**src/rtl/jtag_dtm_tap.sv**
```systemverilog
// JTAG TAP controller with a RISC-V 0.13 debug transport module behind it.
// TCK/TMS/TDI are oversampled in the clk domain, and DMI scans become request/response handshakes.
module jtag_dtm_tap #(
    parameter logic [31:0] IDCODE      = 32'h1E200A6D,
    parameter int          ABITS       = 6,
    parameter int          SYNC_STAGES = 2
) (
    input  logic             clk,
    input  logic             rst,
    input  logic             jtag_TCK,
    input  logic             jtag_TMS,
    input  logic             jtag_TDI,
    output logic             jtag_TDO,
    output logic             dmi_req_valid,
    input  logic             dmi_req_ready,
    output logic [ABITS-1:0] dmi_req_addr,
    output logic [31:0]      dmi_req_data,
    output logic [1:0]       dmi_req_op,
    input  logic             dmi_resp_valid,
    output logic             dmi_resp_ready,
    input  logic [31:0]      dmi_resp_data,
    input  logic [1:0]       dmi_resp_op
);
    localparam int DMI_W = ABITS + 34;
    localparam int SR_W  = DMI_W;
    localparam logic [4:0] IR_IDCODE = 5'h01;
    localparam logic [4:0] IR_DTMCS  = 5'h10;
    localparam logic [4:0] IR_DMI    = 5'h11;

    typedef enum logic [3:0] {
        TLR, RTI, SEL_DR, CAP_DR, SH_DR, EX1_DR, PA_DR, EX2_DR, UPD_DR,
        SEL_IR, CAP_IR, SH_IR, EX1_IR, PA_IR, EX2_IR, UPD_IR
    } tap_state_t;

    tap_state_t             state;
    logic [SYNC_STAGES-1:0] tck_sync, tms_sync, tdi_sync;
    logic                   tck_prev;
    logic                   tck_rise, tck_fall, tms, tdi;
    logic [4:0]             ir;
    logic [SR_W-1:0]        sr;
    logic                   busy;
    logic [1:0]             sticky;
    logic [ABITS-1:0]       last_addr;
    logic [31:0]            last_rdata;
    logic [31:0]            dtmcs_cap;
    logic [DMI_W-1:0]       dmi_cap;

    assign tck_rise       = tck_sync[SYNC_STAGES-1] & ~tck_prev;
    assign tck_fall       = ~tck_sync[SYNC_STAGES-1] & tck_prev;
    assign tms            = tms_sync[SYNC_STAGES-1];
    assign tdi            = tdi_sync[SYNC_STAGES-1];
    assign dmi_resp_ready = busy;

    assign dtmcs_cap = {14'd0, 2'b00, 1'b0, 3'd1, sticky, 6'(ABITS), 4'd1};
    assign dmi_cap   = {last_addr, last_rdata, (busy ? 2'b11 : sticky)};

    function automatic tap_state_t next_state(input tap_state_t s, input logic m);
        case (s)
            TLR:     return m ? TLR    : RTI;
            RTI:     return m ? SEL_DR : RTI;
            SEL_DR:  return m ? SEL_IR : CAP_DR;
            CAP_DR:  return m ? EX1_DR : SH_DR;
            SH_DR:   return m ? EX1_DR : SH_DR;
            EX1_DR:  return m ? UPD_DR : PA_DR;
            PA_DR:   return m ? EX2_DR : PA_DR;
            EX2_DR:  return m ? UPD_DR : SH_DR;
            UPD_DR:  return m ? SEL_DR : RTI;
            SEL_IR:  return m ? TLR    : CAP_IR;
            CAP_IR:  return m ? EX1_IR : SH_IR;
            SH_IR:   return m ? EX1_IR : SH_IR;
            EX1_IR:  return m ? UPD_IR : PA_IR;
            PA_IR:   return m ? EX2_IR : PA_IR;
            EX2_IR:  return m ? UPD_IR : SH_IR;
            UPD_IR:  return m ? SEL_DR : RTI;
            default: return TLR;
        endcase
    endfunction

    function automatic int dr_len(input logic [4:0] sel);
        case (sel)
            IR_IDCODE, IR_DTMCS: return 32;
            IR_DMI:              return DMI_W;
            default:             return 1;
        endcase
    endfunction

    // TDI enters at bit len-1 so the active register length varies with the IR.
    function automatic logic [SR_W-1:0] shift_sr(input logic [SR_W-1:0] v, input logic din,
                                                 input int len);
        logic [SR_W-1:0] shifted;
        logic [SR_W-1:0] r;
        shifted = {1'b0, v[SR_W-1:1]};
        r = '0;
        for (int i = 0; i < SR_W; i++) begin
            if (i == len - 1)
                r[i] = din;
            else if (i < len - 1)
                r[i] = shifted[i];
        end
        return r;
    endfunction

    always_ff @(posedge clk) begin
        if (!rst) begin
            state         <= TLR;
            tck_sync      <= '0;
            tms_sync      <= '0;
            tdi_sync      <= '0;
            tck_prev      <= 1'b0;
            ir            <= IR_IDCODE;
            sr            <= '0;
            jtag_TDO      <= 1'b0;
            dmi_req_valid <= 1'b0;
            dmi_req_addr  <= '0;
            dmi_req_data  <= '0;
            dmi_req_op    <= '0;
            busy          <= 1'b0;
            sticky        <= 2'b00;
            last_addr     <= '0;
            last_rdata    <= '0;
        end else begin
            tck_sync <= {tck_sync[SYNC_STAGES-2:0], jtag_TCK};
            tms_sync <= {tms_sync[SYNC_STAGES-2:0], jtag_TMS};
            tdi_sync <= {tdi_sync[SYNC_STAGES-2:0], jtag_TDI};
            tck_prev <= tck_sync[SYNC_STAGES-1];

            if (dmi_req_valid && dmi_req_ready)
                dmi_req_valid <= 1'b0;
            if (dmi_resp_valid && busy) begin
                busy          <= 1'b0;
                dmi_req_valid <= 1'b0;
                if (dmi_req_op == 2'd1)
                    last_rdata <= dmi_resp_data;
                if (dmi_resp_op != 2'd0 && sticky != 2'b11)
                    sticky <= 2'b10;
            end

            if (state == TLR)
                ir <= IR_IDCODE;

            if (tck_fall)
                jtag_TDO <= (state == SH_DR || state == SH_IR) ? sr[0] : 1'b0;

            // Actions are keyed on the state held before this TCK rise.
            if (tck_rise) begin
                state <= next_state(state, tms);
                case (state)
                    CAP_IR: sr <= {{(SR_W-5){1'b0}}, 5'b00001};
                    SH_IR:  sr <= shift_sr(sr, tdi, 5);
                    UPD_IR: ir <= sr[4:0];
                    CAP_DR: begin
                        case (ir)
                            IR_IDCODE: sr <= {{(SR_W-32){1'b0}}, IDCODE};
                            IR_DTMCS:  sr <= {{(SR_W-32){1'b0}}, dtmcs_cap};
                            IR_DMI:    sr <= dmi_cap;
                            default:   sr <= '0;
                        endcase
                    end
                    SH_DR:  sr <= shift_sr(sr, tdi, dr_len(ir));
                    UPD_DR: begin
                        if (ir == IR_DTMCS) begin
                            if (sr[17]) begin
                                sticky        <= 2'b00;
                                busy          <= 1'b0;
                                dmi_req_valid <= 1'b0;
                            end else if (sr[16]) begin
                                sticky <= 2'b00;
                            end
                        end else if (ir == IR_DMI && (sr[1:0] == 2'd1 || sr[1:0] == 2'd2)) begin
                            if (busy) begin
                                sticky <= 2'b11;
                            end else if (sticky == 2'b00) begin
                                dmi_req_valid <= 1'b1;
                                dmi_req_addr  <= sr[DMI_W-1:34];
                                dmi_req_data  <= sr[33:2];
                                dmi_req_op    <= sr[1:0];
                                last_addr     <= sr[DMI_W-1:34];
                                busy          <= 1'b1;
                            end
                        end
                    end
                    default: ;
                endcase
            end
        end
    end
endmodule
```
**config.mk**
```make
export PLATFORM = sky130hd
export DESIGN_NAME = jtag_dtm_tap
export DESIGN_NICKNAME = d
export VERILOG_FILES = /design/src/rtl/jtag_dtm_tap.sv
export SDC_FILE = /design/constraint.sdc
export NUM_CORES = 1
export LEC_CHECK = 0
export CORE_MARGIN = 3
export CORE_UTILIZATION = 30
export CTS_CLUSTER_DIAMETER = 120
export DETAILED_ROUTE_END_ITERATION = 6
export REMOVE_ABC_BUFFERS = 1
export SKIP_LAST_GASP = 1
export SYNTH_ARGS = -nofsm -noshare
export SYNTH_HDL_FRONTEND = slang
export SYNTH_SLANG_ARGS = --single-unit
export TNS_END_PERCENT = 1
```
**constraint.sdc**
```tcl
create_clock -name clk -period 2.5 [get_ports clk]
set_input_delay 0.375 -clock clk [delete_from_list [all_inputs] [get_ports clk]]
set_output_delay 0.375 -clock clk [all_outputs]
set_load 0.02 [all_outputs]
```
### Yosys cells after proc, flatten, opt, wreduce, memory -nomap -nowiden

Index checks and enable logic that the tools add are counted.

* logic and storage cells: 269
* output and inout port bits: 43
* flip-flop bits (word level): 133

* reductions and logical operators: 18
* magnitude comparators: 39
* add/subtract/negate cells: 1
* eq/ne operators: 61
* mux-type cells: 129
* bitwise logic cells: 6

Operators by type and width (number)
* 6-bit by 32-bit equality test with 1-bit output, first input constant: 16
* 6-bit by 32-bit < comparator with 1-bit output, first input constant: 16
* 5-bit by 32-bit equality test with 1-bit output, first input constant: 8
* 7-bit by 32-bit equality test with 1-bit output, first input constant: 8
* 5-bit by 32-bit < comparator with 1-bit output, first input constant: 8
* 7-bit by 32-bit < comparator with 1-bit output, first input constant: 7
* 40-bit case mux with 4 select lines: 1
* 4-bit by 32-bit equality test with 1-bit output, first input constant: 4
* 4-bit by 32-bit < comparator with 1-bit output, first input constant: 4
* 40-bit case mux with 3 select lines: 1
* 1-bit 2-to-1 mux: 100
* 32-bit 2-to-1 mux: 3
* 3-bit by 32-bit equality test with 1-bit output, first input constant: 2
* 3-bit by 32-bit < comparator with 1-bit output, first input constant: 2
* 4-bit case mux with 12 select lines: 1
* 2-bit by 32-bit equality test with 1-bit output, first input constant: 1
* 4-bit equality test, second input constant: 8
* 32-bit zero test: 1
* 1-bit by 32-bit < comparator with 1-bit output, first input constant: 1
* 2-bit by 32-bit < comparator with 1-bit output, first input constant: 1
* 32-bit by 2-bit subtractor with 32-bit output, second input constant: 1
* 2-bit 2-to-1 mux: 13
* 4-bit by 3-bit equality test with 1-bit output, second input constant: 4
* 4-bit 2-to-1 mux: 4
* 22 further kinds: 39

### Logic depth before layout (Yosys ltp)

* depth in word-level cells: 11
* mapped depth: 9

### Worst setup path after synthesis

No wires, ideal clock.

* kind: flip-flop to flip-flop
* from: register state[2]
* to: register sr[32]
* arrival time: 1779 ps
* data required time: 2372 ps
* library setup time: 128 ps
* buffers on the path: 4
* stages on the path, launching flop included: 10
* setup slack: 593 ps
* period minus slack after synthesis: 1907 ps
* cells stage by stage: dfxtp_1 -> clkbuf_1 -> or4b_1 -> buf_2 -> o21ai_0 -> nand2_1 -> buf_2 -> buf_2 -> a2bb2oi_1 -> nor2_1

* longest elaborated chain between the ends: 3

Ends and longest elaborated chain
* start, declared: RTL line 35 `tap_state_t state;`
* start signal, assigned: RTL line 146 `state <= next_state(state, tms);`
* 4-bit by 3-bit equality test with 1-bit output, or another cell as far along: RTL line 147 `case (state)`
* 4-bit nonzero test (no line)
* 2-bit AND reduction (no line)
* end signal, assigned: RTL line 148 `CAP_IR: sr <= {{(SR_W-5){1'b0}}, 5'b00001};`
* end signal, assigned: RTL line 149 `SH_IR: sr <= shift_sr(sr, tdi, 5);`
* end signal, assigned: RTL line 153 `IR_IDCODE: sr <= {{(SR_W-32){1'b0}}, IDCODE};`
* end, declared: RTL line 40 `logic [SR_W-1:0] sr;`

Parallel ways exist; a longest one is shown, timed or not.
A chain may end at the register's enable or synchronous reset.

### Final worst setup path

* from: register state[3]
* to: register sr[1]

The elaborated chain is that of the path after synthesis.

==> flow_metrics.env <==
export IMPL_grt_first_pass_wirelength_um=24350
export IMPL_synthArstFlopShare_pct=0
export IMPL_ys_flop_type="dfxtp_1"
export IMPL_synth_edf_count=0
export IMPL_die_x_um=141.4
export IMPL_ys_seq_area_share_pct=48.43
export IMPL_synth_cell_type_count=48
export IMPL_synthCells=688
export IMPL_drive_gt1_share_pct=7.874
export IMPL_grt_use_total_pct=15.09
export IMPL_yosysTopAreaCell="dfxtp_1"
export IMPL_vias_per_cell=5.047
export IMPL_die_h_um=141.4
export IMPL_root_buffer="clkbuf_16"
export IMPL_max_cap_violations=0
export IMPL_power_w=0.004915
export IMPL_core_area_um2=17600
export IMPL_io_pins=84
export IMPL_yosysTopAreaCellShare_pct=48.43
export IMPL_max_clock_path_buffers=2
export IMPL_fin_tns_setup_ps=0
export IMPL_slew_limit_headroom_pct=24.53
export IMPL_grt_max_degree=98
export IMPL_post_place_cells=955
export IMPL_post_route_period_util_pct=85.89
export IMPL_cts_htree_levels=4
export IMPL_gp_congestion=0.8283
export IMPL_cts_setup_buffers=0
export IMPL_synth_area_top_cells="dfxtp_1 (48%), nand2_1 (10%), o21ai_0 (6.4%)"
export IMPL_grt_overflow_total=0
export IMPL_syn_to_final_growth_pct=29.63
export IMPL_holdWs_ps=429.6
export IMPL_cp_slowest_cell="or4b_1"
export IMPL_hold_violations=0
export IMPL_dieArea_um2=19990
export IMPL_yosysWarnings=0
export IMPL_antenna_cells=0
export IMPL_final_instance_count_excl_fill=987
export IMPL_critical_path_startpoint_type="flop"
export IMPL_fin_nets=790
export IMPL_wirelength_um=14700
export IMPL_postRouteAntennaNets=0
export IMPL_slew_violations=0
export IMPL_numCtsBuffers=17
export IMPL_drt_first_pass_iters=6
export IMPL_hpwl_um=9397
export IMPL_cts_tree="done"
export IMPL_fin_skew_ps=9.379
export IMPL_tightest_slew_ps=1132
export IMPL_syn_area_per_cell_um2=7.991
export IMPL_dr_total_vias=4981
export IMPL_antenna_found_initial=0
export IMPL_clock_fmax_mhz=465.7
export IMPL_ir_drop_mv=0.5383
export IMPL_grt_setup_unrepaired="false"
export IMPL_endpoint_kind="flop"
export IMPL_setup_viol=0
export IMPL_cp_arrival_ps=2420
export IMPL_crit_chain="or4b_1 > o21ai_0 > nand2_1 > a222oi_1 > nor3_1"
export IMPL_crit_type="flop to flop"
export IMPL_leakage_nw=2.319
export IMPL_critPathRequiredTime_ps=2780
export IMPL_post_drt_wl_per_cell_um=14.89
export IMPL_min_period_ps=2147
export IMPL_first_iter_violations=446
export IMPL_crit_fanout=13
export IMPL_clk_pin_slew_ps=60
export IMPL_start_util_pct=31.24
export IMPL_placement_rows=48
export IMPL_cts_hold_buf=0
export IMPL_grt_pass1_vias=4769
export IMPL_clock_latency_ps=420
export IMPL_ys_ff_latch=133
export IMPL_critPathMaxStageDelay_ps=640
export IMPL_cts_sinks=133
export IMPL_syn_area_um2=5498
export IMPL_cts_resized=0
export IMPL_status="finished clean"
export IMPL_drc=0
export IMPL_p_per_area_nw_per_um2=689.7
export IMPL_hp_class="flop to flop"
export IMPL_port_buffer_count=83
worst paths after layout:
check                      to  cells after the start  slack (ps)         from
hold / removal    tms_sync[1]                      1         430  tms_sync[0]
setup / recovery        sr[1]                      5         350     state[3]
setup reg to reg        sr[1]                      5         350     state[3]
hold reg to reg   tms_sync[1]                      1         430  tms_sync[0]
sequential cells by signal, indices dropped and copies added (netlist names), 2 cells and up:
signal and flops:
dmi_req_op 2, sr 40, last_rdata 32, tck_sync 2, state 4, dmi_req_data 32
sticky 2, last_addr 6, tms_sync 2, ir 5, tdi_sync 2
metrics by stage:
| stage | setup WS (ps) | util, % | instance area, um2 |
|---|---|---|---|
| finish | 352.7 | 40.50 | 7127 |
| global route | 144.1 | 40.50 | 7127 |
| CTS | 367.9 | 40.50 | 7127 |
| detailed placement | 384.6 | 36.95 | 6502 |
| global placement | 399.4 | 36.95 | 6502 |
| floorplan | -921.9 | - | 5202 |
critical path, delay by kind of cell (launching register included):
family,cells,cell delay (ps)
simple gates,3,1080
compound gates,2,620
flops,1,300
synthesized netlist by cell type, drive strengths merged (9+ instances only):
library cell,n
a22oi,26
nor2,26
a2bb2oi,9
nand3,53
clkbuf,41
o21ai,81
buf,20
inv,15
nand2,147
dfxtp,133
a21oi,67
layout by cell type (no fill, tap or decap), drive strengths merged, types with 3 or more instances in the layout:
cell type / n
nor2: 26
and2: 7
nand4b: 3
nand2: 147
clkdlybuf4s50: 82
a21oi: 67
a211oi: 5
nand3: 53
a22oi: 26
and3: 3
clkbuf: 20
inv: 15
nor3: 7
nor2b: 3
nand2b: 7
bufinv: 4
o21ai: 81
a32oi: 4
nor3b: 4
clkinvlp: 4
buf: 21
dfxtp: 133
a2bb2oi: 9
a31oi: 4
clkinv: 4
a221oi: 4
metal layers:
| layer | routed length [um] | global-route usage [%] | up-vias |
|---|---|---|---|
| met2 | 6580 | 22.95 | 120 |
| met3 | 806 | 3.876 | 17 |
| met1 | 7089 | 20.68 | 2337 |
| li1 | - | - | 2507 |
| met4 | 224 | 5.606 | 0 |
| met5 | 0 | 0 | - |
kinds of logic after synthesis:
family	share of synthesized area (%)
AND/OR/NAND/NOR	22.53
AO/OA/AOI/OAI	22.30
flip-flops	48.43
buffers and inverters	6.395
XOR/XNOR	0.1593
multiplexers	0.1821
final cells by class:
| type | instances | area [um2] |
|---|---|---|
| clock buffers | 20 | 446.7 |
| clock inverters | 12 | 177.7 |
| fillers | 1837 | 10470 |
| inverters | 15 | 56.30 |
| multi-input cells | 479 | 2499 |
| flip-flops and latches | 133 | 2663 |
| well taps | 225 | 281.5 |
| repair buffers | 103 | 1003 |
power by group:
part           switching [W]  internal [W]  total (W)
combinational      0.0000733     0.0000710   0.000144
sequential        0.00000412       0.00213    0.00213
clock               0.000946       0.00169    0.00264
total                0.00102       0.00389    0.00492
(Power assumes the default switching activity.)
